[src/rtl/lfsr_game_pkg.sv]
// Shared types and constants for the LFSR guessing-game controller.
// Imported by the controller, its LFSR and the bench.
package lfsr_game_pkg;

  typedef enum logic [2:0] {
    IDLE  = 3'd0,
    DRAW  = 3'd1,
    PLAY  = 3'd2,
    CHECK = 3'd3,
    DONE  = 3'd4
  } state_e;

  localparam logic [1:0] RES_OOR  = 2'b00;
  localparam logic [1:0] RES_LOW  = 2'b01;
  localparam logic [1:0] RES_HIGH = 2'b10;
  localparam logic [1:0] RES_WIN  = 2'b11;

  // x^8+x^6+x^5+x^4+1 as bit positions 7,5,4,3
  localparam logic [7:0] LFSR_TAPS = 8'b1011_1000;

  localparam int unsigned DEF_MAX_VAL   = 99;
  localparam int unsigned DEF_MAX_TRIES = 7;

  function automatic logic [7:0] lfsr_next(
    input logic [7:0] v
  );
    return {v[6:0], ^(v & LFSR_TAPS)};
  endfunction

endpackage

[src/rtl/lfsr_guess_ctrl_if.sv]
// Player-side bundle of the guessing-game controller.
// master = player/test side, slave = controller.
interface lfsr_guess_ctrl_if;

  logic       new_game;
  logic [7:0] guess;
  logic       guess_valid;
  logic       busy;
  logic [1:0] result;
  logic       result_valid;
  logic [3:0] tries;
  logic       game_over;
  logic       win;
  logic [7:0] disp_val;

  modport master (
    output new_game,
    output guess,
    output guess_valid,
    input  busy,
    input  result,
    input  result_valid,
    input  tries,
    input  game_over,
    input  win,
    input  disp_val
  );

  modport slave (
    input  new_game,
    input  guess,
    input  guess_valid,
    output busy,
    output result,
    output result_valid,
    output tries,
    output game_over,
    output win,
    output disp_val
  );

endinterface

[src/rtl/lfsr8.sv]
// Free-running 8-bit Fibonacci LFSR, period 255.
// Steps every cycle except while rst is held.
module lfsr8
  import lfsr_game_pkg::*;
#(
  parameter logic [7:0] SEED = 8'hA5
) (
  input  logic       clk,
  input  logic       rst,
  output logic [7:0] lfsr_o
);

  logic [7:0] lfsr_q;
  logic [7:0] lfsr_d;

  always_comb lfsr_d = lfsr_next(lfsr_q);

  always_ff @(posedge clk) begin
    if (rst) lfsr_q <= SEED;
    else     lfsr_q <= lfsr_d;
  end

  assign lfsr_o = lfsr_q;

endmodule

[src/rtl/lfsr_guess_ctrl.sv]
// Guessing-game controller: draws a target from the LFSR,
// scores guesses, counts tries and drives the display value.
module lfsr_guess_ctrl
  import lfsr_game_pkg::*;
#(
  parameter logic [7:0]  LFSR_SEED = 8'hA5,
  parameter int unsigned MAX_VAL   = DEF_MAX_VAL,
  parameter int unsigned MAX_TRIES = DEF_MAX_TRIES
) (
  input logic               clk,
  input logic               rst,
  lfsr_guess_ctrl_if.slave  bus
);

  localparam logic [7:0] MAXV = 8'(MAX_VAL);
  localparam logic [3:0] MAXT = 4'(MAX_TRIES);

  logic [7:0] lfsr_val;

  state_e     state_q,  state_d;
  logic [7:0] target_q, target_d;
  logic [7:0] guess_q,  guess_d;
  logic [1:0] result_q, result_d;
  logic       rvalid_q, rvalid_d;
  logic [3:0] tries_q,  tries_d;
  logic       win_q,    win_d;

  logic [3:0] tries_inc;
  logic       lfsr_ok;
  logic       guess_oor;

  lfsr8 #(
    .SEED   (LFSR_SEED)
  ) u_lfsr (
    .clk    (clk),
    .rst    (rst),
    .lfsr_o (lfsr_val)
  );

  assign tries_inc = (tries_q == MAXT) ? tries_q
                                       : tries_q + 4'd1;
  assign lfsr_ok   = (lfsr_val != 8'd0) && (lfsr_val <= MAXV);
  assign guess_oor = (guess_q == 8'd0) || (guess_q > MAXV);

  always_comb begin
    state_d  = state_q;
    target_d = target_q;
    guess_d  = guess_q;
    result_d = result_q;
    rvalid_d = 1'b0;
    tries_d  = tries_q;
    win_d    = win_q;

    if (bus.new_game) begin
      state_d  = DRAW;
      guess_d  = 8'd0;
      result_d = RES_OOR;
      tries_d  = 4'd0;
      win_d    = 1'b0;
    end else begin
      unique case (state_q)
        IDLE: ;
        DRAW: begin
          if (lfsr_ok) begin
            target_d = lfsr_val;
            state_d  = PLAY;
          end
        end
        PLAY: begin
          if (bus.guess_valid) begin
            guess_d = bus.guess;
            state_d = CHECK;
          end
        end
        CHECK: begin
          rvalid_d = 1'b1;
          if (guess_oor) begin
            result_d = RES_OOR;
            state_d  = PLAY;
          end else begin
            tries_d = tries_inc;
            state_d = (tries_inc == MAXT) ? DONE : PLAY;
            unique case (1'b1)
              (guess_q < target_q): result_d = RES_LOW;
              (guess_q > target_q): result_d = RES_HIGH;
              (guess_q == target_q): begin
                result_d = RES_WIN;
                win_d    = 1'b1;
                state_d  = DONE;
              end
              default: ;
            endcase
          end
        end
        DONE: ;
        default: state_d = IDLE;
      endcase
    end
  end

  always_ff @(posedge clk) begin
    if (rst) begin
      state_q  <= IDLE;
      target_q <= 8'd0;
      guess_q  <= 8'd0;
      result_q <= RES_OOR;
      rvalid_q <= 1'b0;
      tries_q  <= 4'd0;
      win_q    <= 1'b0;
    end else begin
      state_q  <= state_d;
      target_q <= target_d;
      guess_q  <= guess_d;
      result_q <= result_d;
      rvalid_q <= rvalid_d;
      tries_q  <= tries_d;
      win_q    <= win_d;
    end
  end

  assign bus.busy         = (state_q == DRAW) ||
                            (state_q == CHECK);
  assign bus.game_over    = (state_q == DONE);
  assign bus.disp_val     = (state_q == DONE) ? target_q
                                              : guess_q;
  assign bus.result       = result_q;
  assign bus.result_valid = rvalid_q;
  assign bus.tries        = tries_q;
  assign bus.win          = win_q;

endmodule

[src/flat_wrapper.sv]
// flat-port wrapper written by rule: the top's interface ports become plain ports
module lfsr_guess_ctrl_flat import lfsr_game_pkg::*;
#(
  parameter logic [7:0]  LFSR_SEED = 8'hA5,
  parameter int unsigned MAX_VAL   = DEF_MAX_VAL,
  parameter int unsigned MAX_TRIES = DEF_MAX_TRIES
)
  (clk, rst, bus_new_game, bus_guess, bus_guess_valid, bus_busy, bus_result, bus_result_valid, bus_tries, bus_game_over, bus_win, bus_disp_val);
  lfsr_guess_ctrl_if bus_i ();
  input logic clk;
  input logic rst;
  input wire logic [$bits(bus_i.new_game)-1:0] bus_new_game;
  input wire logic [$bits(bus_i.guess)-1:0] bus_guess;
  input wire logic [$bits(bus_i.guess_valid)-1:0] bus_guess_valid;
  output wire logic [$bits(bus_i.busy)-1:0] bus_busy;
  output wire logic [$bits(bus_i.result)-1:0] bus_result;
  output wire logic [$bits(bus_i.result_valid)-1:0] bus_result_valid;
  output wire logic [$bits(bus_i.tries)-1:0] bus_tries;
  output wire logic [$bits(bus_i.game_over)-1:0] bus_game_over;
  output wire logic [$bits(bus_i.win)-1:0] bus_win;
  output wire logic [$bits(bus_i.disp_val)-1:0] bus_disp_val;
  assign bus_i.new_game = bus_new_game;
  assign bus_i.guess = bus_guess;
  assign bus_i.guess_valid = bus_guess_valid;
  assign bus_busy = bus_i.busy;
  assign bus_result = bus_i.result;
  assign bus_result_valid = bus_i.result_valid;
  assign bus_tries = bus_i.tries;
  assign bus_game_over = bus_i.game_over;
  assign bus_win = bus_i.win;
  assign bus_disp_val = bus_i.disp_val;
  lfsr_guess_ctrl #(.LFSR_SEED(LFSR_SEED), .MAX_VAL(MAX_VAL), .MAX_TRIES(MAX_TRIES)) u_core (.clk(clk), .rst(rst), .bus(bus_i));
endmodule
[config.mk]
export PLATFORM = sky130hd
export DESIGN_NAME = lfsr_guess_ctrl_flat
export DESIGN_NICKNAME = d
export VERILOG_FILES = /design/src/rtl/lfsr_game_pkg.sv /design/src/rtl/lfsr_guess_ctrl_if.sv /design/src/rtl/lfsr8.sv /design/src/rtl/lfsr_guess_ctrl.sv /design/src/flat_wrapper.sv
export SDC_FILE = /design/constraint.sdc
export NUM_CORES = 1
export LEC_CHECK = 0
export ABC_CLOCK_PERIOD_IN_PS = 2400
export CAP_MARGIN = 20
export CELL_PAD_IN_SITES_DETAIL_PLACEMENT = 1
export CELL_PAD_IN_SITES_GLOBAL_PLACEMENT = 2
export CORE_MARGIN = 8
export CORE_UTILIZATION = 31
export DETAILED_ROUTE_END_ITERATION = 12
export MAX_ROUTING_LAYER = met4
export PLACE_DENSITY = 0.76
export SLEW_MARGIN = 20
export SYNTH_ARGS = -nofsm -noshare
export SYNTH_HDL_FRONTEND = slang
export SYNTH_SLANG_ARGS = --single-unit
[constraint.sdc]
create_clock -name clk -period 2.4 [get_ports clk]
set_input_delay 0.48 -clock clk [delete_from_list [all_inputs] [get_ports clk]]
set_output_delay 0.48 -clock clk [all_outputs]
set_load 0.05 [all_outputs]
==> results.ini, run 1 <==
[synthesis]
syn_area_per_cell_um2=8.94
synth_top_area_share_pct=39.8
synth_nets=221
post_synthesis_cell_count=197
netlist_top_cells_area=dfxtp_1, ha_1, a21oi_1
async_reset_ff_share_pct=0
ys.flop_type=dfxtp_1
synth-edff-count=0
yosysTopAreaCell=dfxtp_1
ys_warn_count=0
synth_sequential_area_ratio_pct=39.8
mappedNetlistArea_um2=1760
synthDistinctLibCells=41
ys_seq_elements=35

[grt]
grt_pass1_vias=1509
grt_first_pass_wirelength_um=7460
global_route.usage.met1_pct=14.1
grt_start_max_net_pins=20
grt-ovfl-total=0
antenna_found_initial=0
met2_usage_pct=17.2
met3_usage_pct=2.39
grt-busiest-layer=met2
grtUsageTotal_pct=11.2

[cells_and_area]
fin_nets=252
layout.cells.most_common=dfxtp_1
fill_cells=674
layout_common_cells=dfxtp_1, nand2_1, nor2_1, a21oi_1, clkdlybuf4s50_1
post_route_cells_drive_above_1_share_pct=15.3
insertedDiodeCount=0
areaGrowthSynthToFinish_pct=30.3

[placed_design]
detailedPlacementHpwl_um=3320
gp_congestion=0.716
port_buffers=29
pre_cts_ws_ps=470

[floorplan]
die_area_um2=8350
floorplan.die.width_um=91.4
num_io_pins=30
die_y_um=91.4
core.rowCount=27
floorplan.initialDensity_pct=32.0
coreArea_um2=5510

[route]
detail_route.drc_violations=0
post_drt_wl_per_cell_um=14.2
route.final.wire_length_um=4270
drtAntennaViolNets=0
detail_route.vias_per_cell=4.76
detailroute.via_count=1433
drt_iter0_markers=36
detail_route.first_pass.iterations=3

[timing]
timing_hold_violations_final=0
totalNegativeSetupSlack_ps=0
max_slew.worst_pin.slew_ps=501
slew_violations=0
period_minus_slack_ps=2200
maximum_operating_frequency_mhz=454
period_share_pct=91.8
setup_viol_count_final=0
final_hold_slack_ps=476
setup_ws_final_ps=196
fin_skew_ps=8.67
grt_setup_unrepaired=no
timing.max_slew.rel_slack_pct=66.5

[power_and_ir_drop]
irDropWorstVdd_uv=339
power.density_nw_per_um2=552
p_leak_nw=0.927

[cts]
tritoncts_num_sinks=35
cts_repair_resize_count=0
worst_skew_pair.late_latency_ps=280
hold_buffers=0
cts_setup_buffers=0
clk_pin_slew_worst_setup_hold_paths_ps=70
cell_at_the_root_of_the_clock_tree=clkbuf_8
cts_tree=done
cts-buffers-inserted=5
clock_tree.htree_level_count=2
cts_buffer_depth=2

[setup_path]
timing.reg2reg.setup_slack_ps=480
start_kind=register
r2r-start=u_core.u_lfsr.lfsr_o[4]
crit_path_max_incr_delay_ps=430
crit_slowest_cell=dfxtp_1
startpoint=u_core.state_q[2]
critical_path.endpoint_type=primary output
worst-endpoint-arrival_ps=1720
worst_r2r_path_depth=7
critical_path_required_ps=1920
critical_path_peak_fanout=11
cp_cell_sequence=nor3b_1 -> buf_4 -> mux2_2 -> buf_12
criticalPathCategory=reg2out
endpoint_of_the_most_critical_register_to_register_path=u_core.target_q[0]

[job]
timing.max_cap.violations=0

[run_status]
outcome=finished clean

[worst_hold_path]
holdPathStages=2
min-delay-path-class=reg2reg
hold_path_end=u_core.target_q[7]
timing.hold.worst.start=u_core.target_q[7]

## final cells by class
type,count,area [um^2],area share [%]
Inverter,12,45.0,1.96
Multi-Input combinational cell,143,953,41.5
Clock buffer,5,68.8,3.00
Timing Repair Buffer,31,393,17.1
Sequential cell,35,701,30.5
Tap cell,72,90.1,3.93
Clock inverter,3,43.8,1.91
## where the power goes
part / switching (mW) / leakage, nW / internal (mW) / total, mW
sequential: 0.0208 / 0.285 / 0.598 / 0.619
combinational: 0.0589 / 0.584 / 0.0586 / 0.117
clock: 0.221 / 0.0581 / 0.309 / 0.530
total: 0.301 / 0.927 / 0.966 / 1.27
## registers in the layout, summed over array words and instances (netlist names)
name,flops
u_core.target_q,8
u_core.state_q,3
u_core.guess_q,8
u_core.bus.result,2
u_core.bus.result_valid,1
u_core.bus.tries,4
u_core.u_lfsr.lfsr_o,8
u_core.bus.win,1
## through the flow
step	instances	util (%)	instance area [um^2]	total power [mW]
6_report	301	41.7	2290	1.27
5_1_grt	301	41.7	2290	1.33
4_1_cts	301	41.7	2290	1.29
3_5_place_dp	293	39.6	2180	0.753
3_3_place_gp	293	39.6	2180	0.752
2_1_floorplan	197	-	1760	0.707
## cell usage after synthesis (2+ instances only)
| cell type | number |
|---|---|
| a21oi_1 | 19 |
| buf_6 | 2 |
| clkbuf_1 | 2 |
| clkbuf_8 | 2 |
| dfxtp_1 | 35 |
| ha_1 | 12 |
| inv_1 | 12 |
| mux2_2 | 7 |
| mux2i_1 | 8 |
| nand2_1 | 24 |
| nand3_1 | 5 |
| nand3b_1 | 2 |
| nand4_1 | 3 |
| nor2_1 | 19 |
| nor2b_1 | 5 |
| nor3_1 | 4 |
| nor3b_1 | 4 |
| o211a_1 | 2 |
| o21ai_0 | 2 |
| or2_2 | 5 |
| xnor2_1 | 2 |
| xor2_1 | 2 |
## cell families after synthesis
kind of cell | share of synthesized area (%)
fa+ha+maj | 8.52
compound gates | 11.9
xor+xnor | 1.99
mux | 9.02
buf+inv | 6.11
simple gates | 22.7
flops | 39.8
## worst max path at each step
| stage | cells after the start | endpoint | slack (ps) |
|---|---|---|---|
| after floorplan | 3 | bus_disp_val[0] | 50 |
| after global placement | 4 | bus_disp_val[6] | 500 |
| after detailed placement | 7 | u_core.target_q[0] | 470 |
| after CTS | 4 | bus_disp_val[6] | 170 |
| after global routing | 4 | bus_disp_val[6] | 120 |
| final | 4 | bus_disp_val[6] | 200 |
## worst max-delay path, delay by kind of cell (launching register included)
kind / cells / cell delay, ps
buf+inv: 2 / 400
flops: 1 / 430
mux: 1 / 400
simple gates: 1 / 220
## per-layer routing
layer / vias to the layer above / wire (um)
met2: 20 / 1960
met1: 661 / 2160
li1: 750 / -
met4: 0 / 34
met3: 2 / 115
met5: - / 0
No activity file was read; power rests on OpenSTA's default activity.
==> inputs of run 2 (changes only) <==
--- a/config.mk
+++ b/config.mk
@@ -11,6 +11,7 @@
 export CELL_PAD_IN_SITES_GLOBAL_PLACEMENT = 2
 export CORE_MARGIN = 8
 export CORE_UTILIZATION = 31
+export CTS_CLUSTER_DIAMETER = 30
 export DETAILED_ROUTE_END_ITERATION = 12
 export MAX_ROUTING_LAYER = met4
 export PLACE_DENSITY = 0.76
==> results of run 2 <==
No change in the layout: final DEF, timing and power equal those of run 1.
